[config.mk]
export PLATFORM = sky130hd
export DESIGN_NAME = mux_arb
export DESIGN_NICKNAME = d
export VERILOG_FILES = /design/src/rtl/mux_arb_pkg.sv /design/src/rtl/rr_pick.sv /design/src/rtl/mux_arb.sv
export VERILOG_INCLUDE_DIRS = /design/src /design/src/rtl
export SDC_FILE = /design/constraint.sdc
export NUM_CORES = 1
export LEC_CHECK = 0
export BUFFER_PORTS_ARGS = -buffer_cell sky130_fd_sc_hd__buf_2
export CORE_ASPECT_RATIO = 1.25
export CORE_UTILIZATION = 45
export CTS_CLUSTER_DIAMETER = 40
export DETAILED_ROUTE_END_ITERATION = 12
export PLACE_DENSITY = 0.79
export SYNTH_ARGS = -nofsm -noshare
export SYNTH_HDL_FRONTEND = slang
export SYNTH_SLANG_ARGS = --single-unit
[constraint.sdc]
create_clock -name clock -period 5.75 [get_ports clock]
set_clock_uncertainty 0.2 [all_clocks]
set_input_delay 0.2875 -clock clock [delete_from_list [all_inputs] [get_ports clock]]
set_output_delay 0.2875 -clock clock [all_outputs]
set_load 0.05 [all_outputs]
[src/rtl/mux_arb_defs.vh]
// Shared defaults and constant helpers for the mux_arb slice; included into mux_arb_pkg.
`ifndef MUX_ARB_DEFS_VH
`define MUX_ARB_DEFS_VH

`define MUX_ARB_DEF_WIDTH 16
`define MUX_ARB_DEF_NCH   8

// Bits needed to index n items (n >= 1).
function automatic int unsigned mux_arb_clog2(input int unsigned n);
  int unsigned r;
  r = 0;
  for (int unsigned v = n - 1; v != 0; v = v >> 1) r++;
  return r;
endfunction

`endif

[src/rtl/mux_arb_pkg.sv]
// Package for the mux_arb slice: default sizing, clog2 helper and packet-lock state type.
package mux_arb_pkg;

`include "mux_arb_defs.vh"

  localparam int unsigned DEF_WIDTH = `MUX_ARB_DEF_WIDTH;
  localparam int unsigned DEF_NCH   = `MUX_ARB_DEF_NCH;

  typedef enum logic {
    LOCK_IDLE = 1'b0,
    LOCK_HELD = 1'b1
  } lock_state_t;

endpackage

[src/rtl/rr_pick.sv]
// Round-robin search: first set req bit strictly after ptr, wrapping modulo NCH.
module rr_pick #(
  parameter int unsigned NCH  = 8,
  parameter int unsigned SELW = 3
) (
  input  logic [NCH-1:0]  req,
  input  logic [SELW-1:0] ptr,
  output logic [NCH-1:0]  gnt,
  output logic [SELW-1:0] idx
);

  logic found;

  always_comb begin
    gnt   = '0;
    idx   = '0;
    found = 1'b0;
    for (int unsigned k = 1; k <= NCH; k++) begin
      int unsigned    p;
      logic [SELW-1:0] pi;
      p = 32'(ptr) + k;
      if (p >= NCH) p = p - NCH;
      pi = SELW'(p);
      if (!found && req[pi]) begin
        found   = 1'b1;
        gnt[pi] = 1'b1;
        idx     = pi;
      end
    end
  end

endmodule

[src/rtl/mux_arb.sv]
// Round-robin N:1 stream mux with single-entry output register.
// Define MUX_ARB_PKT_EN to add in_last/out_last and hold the grant for whole packets.
module mux_arb
  import mux_arb_pkg::*;
#(
  parameter int unsigned WIDTH = DEF_WIDTH,
  parameter int unsigned NCH   = DEF_NCH,
  localparam int unsigned SELW = mux_arb_clog2(NCH)
) (
  input  logic                 clock,
  input  logic                 reset,
  input  logic [NCH*WIDTH-1:0] in_data,
  input  logic [NCH-1:0]       in_valid,
`ifdef MUX_ARB_PKT_EN
  input  logic [NCH-1:0]       in_last,
  output logic                 out_last,
`endif
  output logic [NCH-1:0]       in_ready,
  output logic [WIDTH-1:0]     out_data,
  output logic [SELW-1:0]      out_chan,
  output logic                 out_valid,
  input  logic                 out_ready
);

  logic [WIDTH-1:0] out_data_q, out_data_d;
  logic [SELW-1:0]  out_chan_q, out_chan_d;
  logic             out_valid_q, out_valid_d;
  logic [SELW-1:0]  ptr_q, ptr_d;
  logic [NCH-1:0]   req, gnt;
  logic [SELW-1:0]  idx;
  logic [WIDTH-1:0] sel_data;
  logic             load_en, grant;

`ifdef MUX_ARB_PKT_EN
  lock_state_t     lock_q, lock_d;
  logic [SELW-1:0] lock_ch_q, lock_ch_d;
  logic            out_last_q, out_last_d;
`endif

  // While a packet is open only its channel may compete.
  always_comb begin
    req = in_valid;
`ifdef MUX_ARB_PKT_EN
    if (lock_q == LOCK_HELD) req = in_valid & (NCH'(1) << lock_ch_q);
`endif
  end

  rr_pick #(.NCH(NCH), .SELW(SELW)) u_pick (
    .req (req),
    .ptr (ptr_q),
    .gnt (gnt),
    .idx (idx)
  );

  assign load_en  = !out_valid_q || out_ready;
  assign grant    = !reset && load_en && (|req);
  assign in_ready = grant ? gnt : '0;

  always_comb begin
    sel_data = '0;
    for (int unsigned c = 0; c < NCH; c++) begin
      sel_data = sel_data | (in_data[c*WIDTH +: WIDTH] & {WIDTH{gnt[c]}});
    end
  end

  always_comb begin
    out_data_d  = out_data_q;
    out_chan_d  = out_chan_q;
    out_valid_d = out_valid_q;
    ptr_d       = ptr_q;
`ifdef MUX_ARB_PKT_EN
    lock_d      = lock_q;
    lock_ch_d   = lock_ch_q;
    out_last_d  = out_last_q;
`endif
    if (grant) begin
      out_data_d  = sel_data;
      out_chan_d  = idx;
      out_valid_d = 1'b1;
      ptr_d       = idx;
`ifdef MUX_ARB_PKT_EN
      out_last_d  = in_last[idx];
      lock_d      = in_last[idx] ? LOCK_IDLE : LOCK_HELD;
      lock_ch_d   = idx;
`endif
    end else if (load_en) begin
      out_valid_d = 1'b0;
    end
  end

  always_ff @(posedge clock) begin
    if (reset) begin
      out_data_q  <= '0;
      out_chan_q  <= '0;
      out_valid_q <= 1'b0;
      ptr_q       <= SELW'(NCH - 1);
`ifdef MUX_ARB_PKT_EN
      lock_q      <= LOCK_IDLE;
      lock_ch_q   <= '0;
      out_last_q  <= 1'b0;
`endif
    end else begin
      out_data_q  <= out_data_d;
      out_chan_q  <= out_chan_d;
      out_valid_q <= out_valid_d;
      ptr_q       <= ptr_d;
`ifdef MUX_ARB_PKT_EN
      lock_q      <= lock_d;
      lock_ch_q   <= lock_ch_d;
      out_last_q  <= out_last_d;
`endif
    end
  end

  assign out_data  = out_data_q;
  assign out_chan  = out_chan_q;
  assign out_valid = out_valid_q;
`ifdef MUX_ARB_PKT_EN
  assign out_last  = out_last_q;
`endif

endmodule
==> flow_summary_export.csv <==
group,metric,value,unit
final_layout,area_delta_synth_final,27.1,%
timing,timing.final.setup_violations,0,
synth,postSynth.asyncResetShare,0,%
drt,vias,4228,
global_route,first_global_vias,4064,
outcome,run_status,"finished, final reports clean",
synth,synth_seq_cells,23,
timing,report.final.slew_viol_count,0,
die,area_of_the_die,0.00761,mm2
timing,max-slew-margin-rel,37.3,%
synth,ys.flop_type,"sky130_fd_sc_hd__dfxtp_1",
clock_tree,count_of_cells_resized_by_post_cts_repair,0,
critical_path,worst-endpoint-required,5.26,ns
synth,post-synth-top-count-cell,"sky130_fd_sc_hd__a22oi_1",
synth,synth.top_cells.by_count,"sky130_fd_sc_hd__a22oi_1, sky130_fd_sc_hd__nand2_1, sky130_fd_sc_hd__dfxtp_1",
timing,timing.final.hold_violations,0,
synth,syn_inst,402,
synth,synth_edf_count,0,
clock_tree,postCtsSetupRepairBufs,0,
worst_hold_path,min-delay-start,"in_data[123]",
critical_path,setup.worst_path.end_class,"output pin",
global_route,antenna_found_initial,2,
worst_hold_path,hp-class,"input pin to flip-flop",
critical_path,setup_slack_reg_to_reg,0.83,ns
critical_path,worst_reg2reg_startpoint,"ptr_q[2]$_SDFFE_PP1P_",
global_route,gr_overflow_total,0,
power_and_ir_drop,total_leakage_power,1.86,nW
power_and_ir_drop,cell_pwr_density,728,mW/mm2
run,drv.max_cap_violation_count,0,
synth,synthesis.area,0.00327,mm2
timing,rsz_0062_raised_after_global_routing,"false",
final_layout,nNetsFinal,695,
drt,viasPerCell,6.60,
placed_design,port_buffers,166,
die,io_pins,167,
timing,tightest_slew,0.941,ns
die,die-width,78.3,um
clock_tree,postCtsHoldBufs,0,
placed_design,post_place_setup_slack,0.739,ns
die,initial_core_util,46.9,%
synth,yosys.area.top_type,"sky130_fd_sc_hd__dfxtp_1",
clock_tree,cts_root_buf,"sky130_fd_sc_hd__clkbuf_8",
power_and_ir_drop,totalPowerFinal,3.03,mW
synth,synth.net_count,547,
critical_path,timing.setup.critical_path_class,"flip-flop to output pin",
final_layout,final_core_utilization,59.6,%
power_and_ir_drop,irDropWorstVdd,0.378,mV
clock_tree,cts_buffer_depth,2,
synth,synth.area.top_cells,"sky130_fd_sc_hd__dfxtp_1, sky130_fd_sc_hd__mux4_2, sky130_fd_sc_hd__a22oi_1, sky130_fd_sc_hd__a222oi_1, sky130_fd_sc_hd__nor3b_1",
clock_tree,clk_pin_slew_worst_paths,0.08,ns
synth,ys_warn_count,0,
synth,synth.top_cell.area_share,14.1,%
synth,synthesis.area_per_instance,8.14,um2
timing,tns,0,ns
die,die_height,97.3,um
die,rows,34,
global_route,grt_max_degree,50,
critical_path,timing.critical_path.arrival,4.85,ns
placed_design,placed_wire_length_estimate,10300,um
clock_tree,tritoncts.num_buffers,3,
clock_tree,tritoncts,"yes",
clock_tree,cts.sink_count,23,
timing,period_share,92.9,%
synth,post_synth_num_cell_types,71,
final_layout,layout-drive-gt1-share,39.9,%
placed_design,gp_congestion,0.989,
drt,wl_per_cell,20.6,um
timing,finalWorstPathRequiredPeriod,5.34,ns
drt,first_pass_iters,7,
timing,least_setup_slack_across_all_paths_after_layout,0.408,ns
drt,drt-total-wl,13200,um
global_route,grt_first_pass_wirelength,20800,um
drt,detail_route.drc_violations,0,
timing,maximum_clock_frequency,0.187,GHz
drt,drt-initial-drc-count,500,
clock_tree,clock_tree.htree_level_count,1,
clock_tree,clock_insertion_delay_worst_skew,0.26,ns
critical_path,critPathLaunch,"ptr_q[2]$_SDFFE_PP1P_",
global_route,global_route.usage.total,34.8,%
die,placeableCoreArea,0.00698,mm2
synth,synth-seq-area-share,14.1,%
critical_path,crit_fanout,17,
critical_path,setup.worst_path.start_class,"flip-flop",
drt,route.antenna.remaining_nets,0,
[per-stage QoR]
step / cells / hold slack [ns] / cell area, um2
after floorplan: 402 / 0.302 / 3270
after global routing: 640 / 0.166 / 4160
final: 641 / 0.155 / 4160
after detailed placement: 635 / 0.261 / 4110
after global placement: 635 / 0.265 / 4110
after CTS: 639 / 0.144 / 4150
[area by class of cell]
class                   instances  area, um2
fillers                       678       2820
multi-input cells             338       2590
repair buffers                177        913
flip-flops and latches         23        460
well taps                      90        113
clock buffers                   3       41.3
inverters                       7       26.3
clock inverters                 1       5.00
diodes                          2       5.00
[metal layers]
layer  global-route usage, %  vias up  share of wire [%]
li1                        -     1915                  -
met1                    40.9     1983                 37
met2                    61.1      282                 50
met3                    4.51       48                7.9
met4                    17.2        0                5.0
met5                       0        -                  0
[final timing paths]
path                                     to  cells after the start
setup / recovery                in_ready[1]                      9
hold / removal    out_data[11]$_SDFFE_PP0P_                      4
setup reg to reg   out_data[2]$_SDFFE_PP0P_                     10
hold reg to reg    out_chan[0]$_SDFFE_PP0P_                      2
[cell usage in the layout (no fill, tap or decap), types with 12 or more instances in the layout]
master	Yosys	layout
sky130_fd_sc_hd__nand2_1	25	25
sky130_fd_sc_hd__buf_2	11	166
sky130_fd_sc_hd__a222oi_1	16	16
sky130_fd_sc_hd__dfxtp_1	23	23
sky130_fd_sc_hd__nand4_1	19	19
sky130_fd_sc_hd__a22oi_1	31	31
sky130_fd_sc_hd__nor3b_1	19	19
sky130_fd_sc_hd__nand3_1	15	15
sky130_fd_sc_hd__a21o_1	16	16
sky130_fd_sc_hd__mux4_2	12	12
sky130_fd_sc_hd__nor2_1	22	22
sky130_fd_sc_hd__nand2b_1	18	18
[power by group]
group / switching (mW) / internal (mW)
sequential: 0.0407 / 0.230
combinational: 1.68 / 0.982
clock: 0.0499 / 0.0483
total: 1.77 / 1.26
[worst max-delay path, stage by stage (launching register included)]
cell and delay, ns:
sky130_fd_sc_hd__dfxtp_1 0.62, sky130_fd_sc_hd__inv_1 0.24, sky130_fd_sc_hd__ha_1 0.58, sky130_fd_sc_hd__mux4_2 0.65, sky130_fd_sc_hd__mux2_4 0.38, sky130_fd_sc_hd__nor4b_2 0.50
sky130_fd_sc_hd__nand3_2 0.31, sky130_fd_sc_hd__o221ai_2 0.82, sky130_fd_sc_hd__and2_1 0.22, sky130_fd_sc_hd__buf_2 0.26
[registers in the layout (all words and copies together), names as in the netlist]
name	flops
ptr_q	3
out_data	16
out_valid	1
out_chan	3
[logic make-up after synthesis]
logic type	count (synthesis)	share of synthesized area [%]
DFF	23	14.1
and+or+nand+nor	170	30.3
AOI/OAI and AO/OA	128	31.1
buffers and inverters	41	6.92
adders and majority gates	6	2.30
xor gates and xnor gates	4	1.07
muxes	30	14.2
No activity file was read; power rests on OpenSTA's default activity.
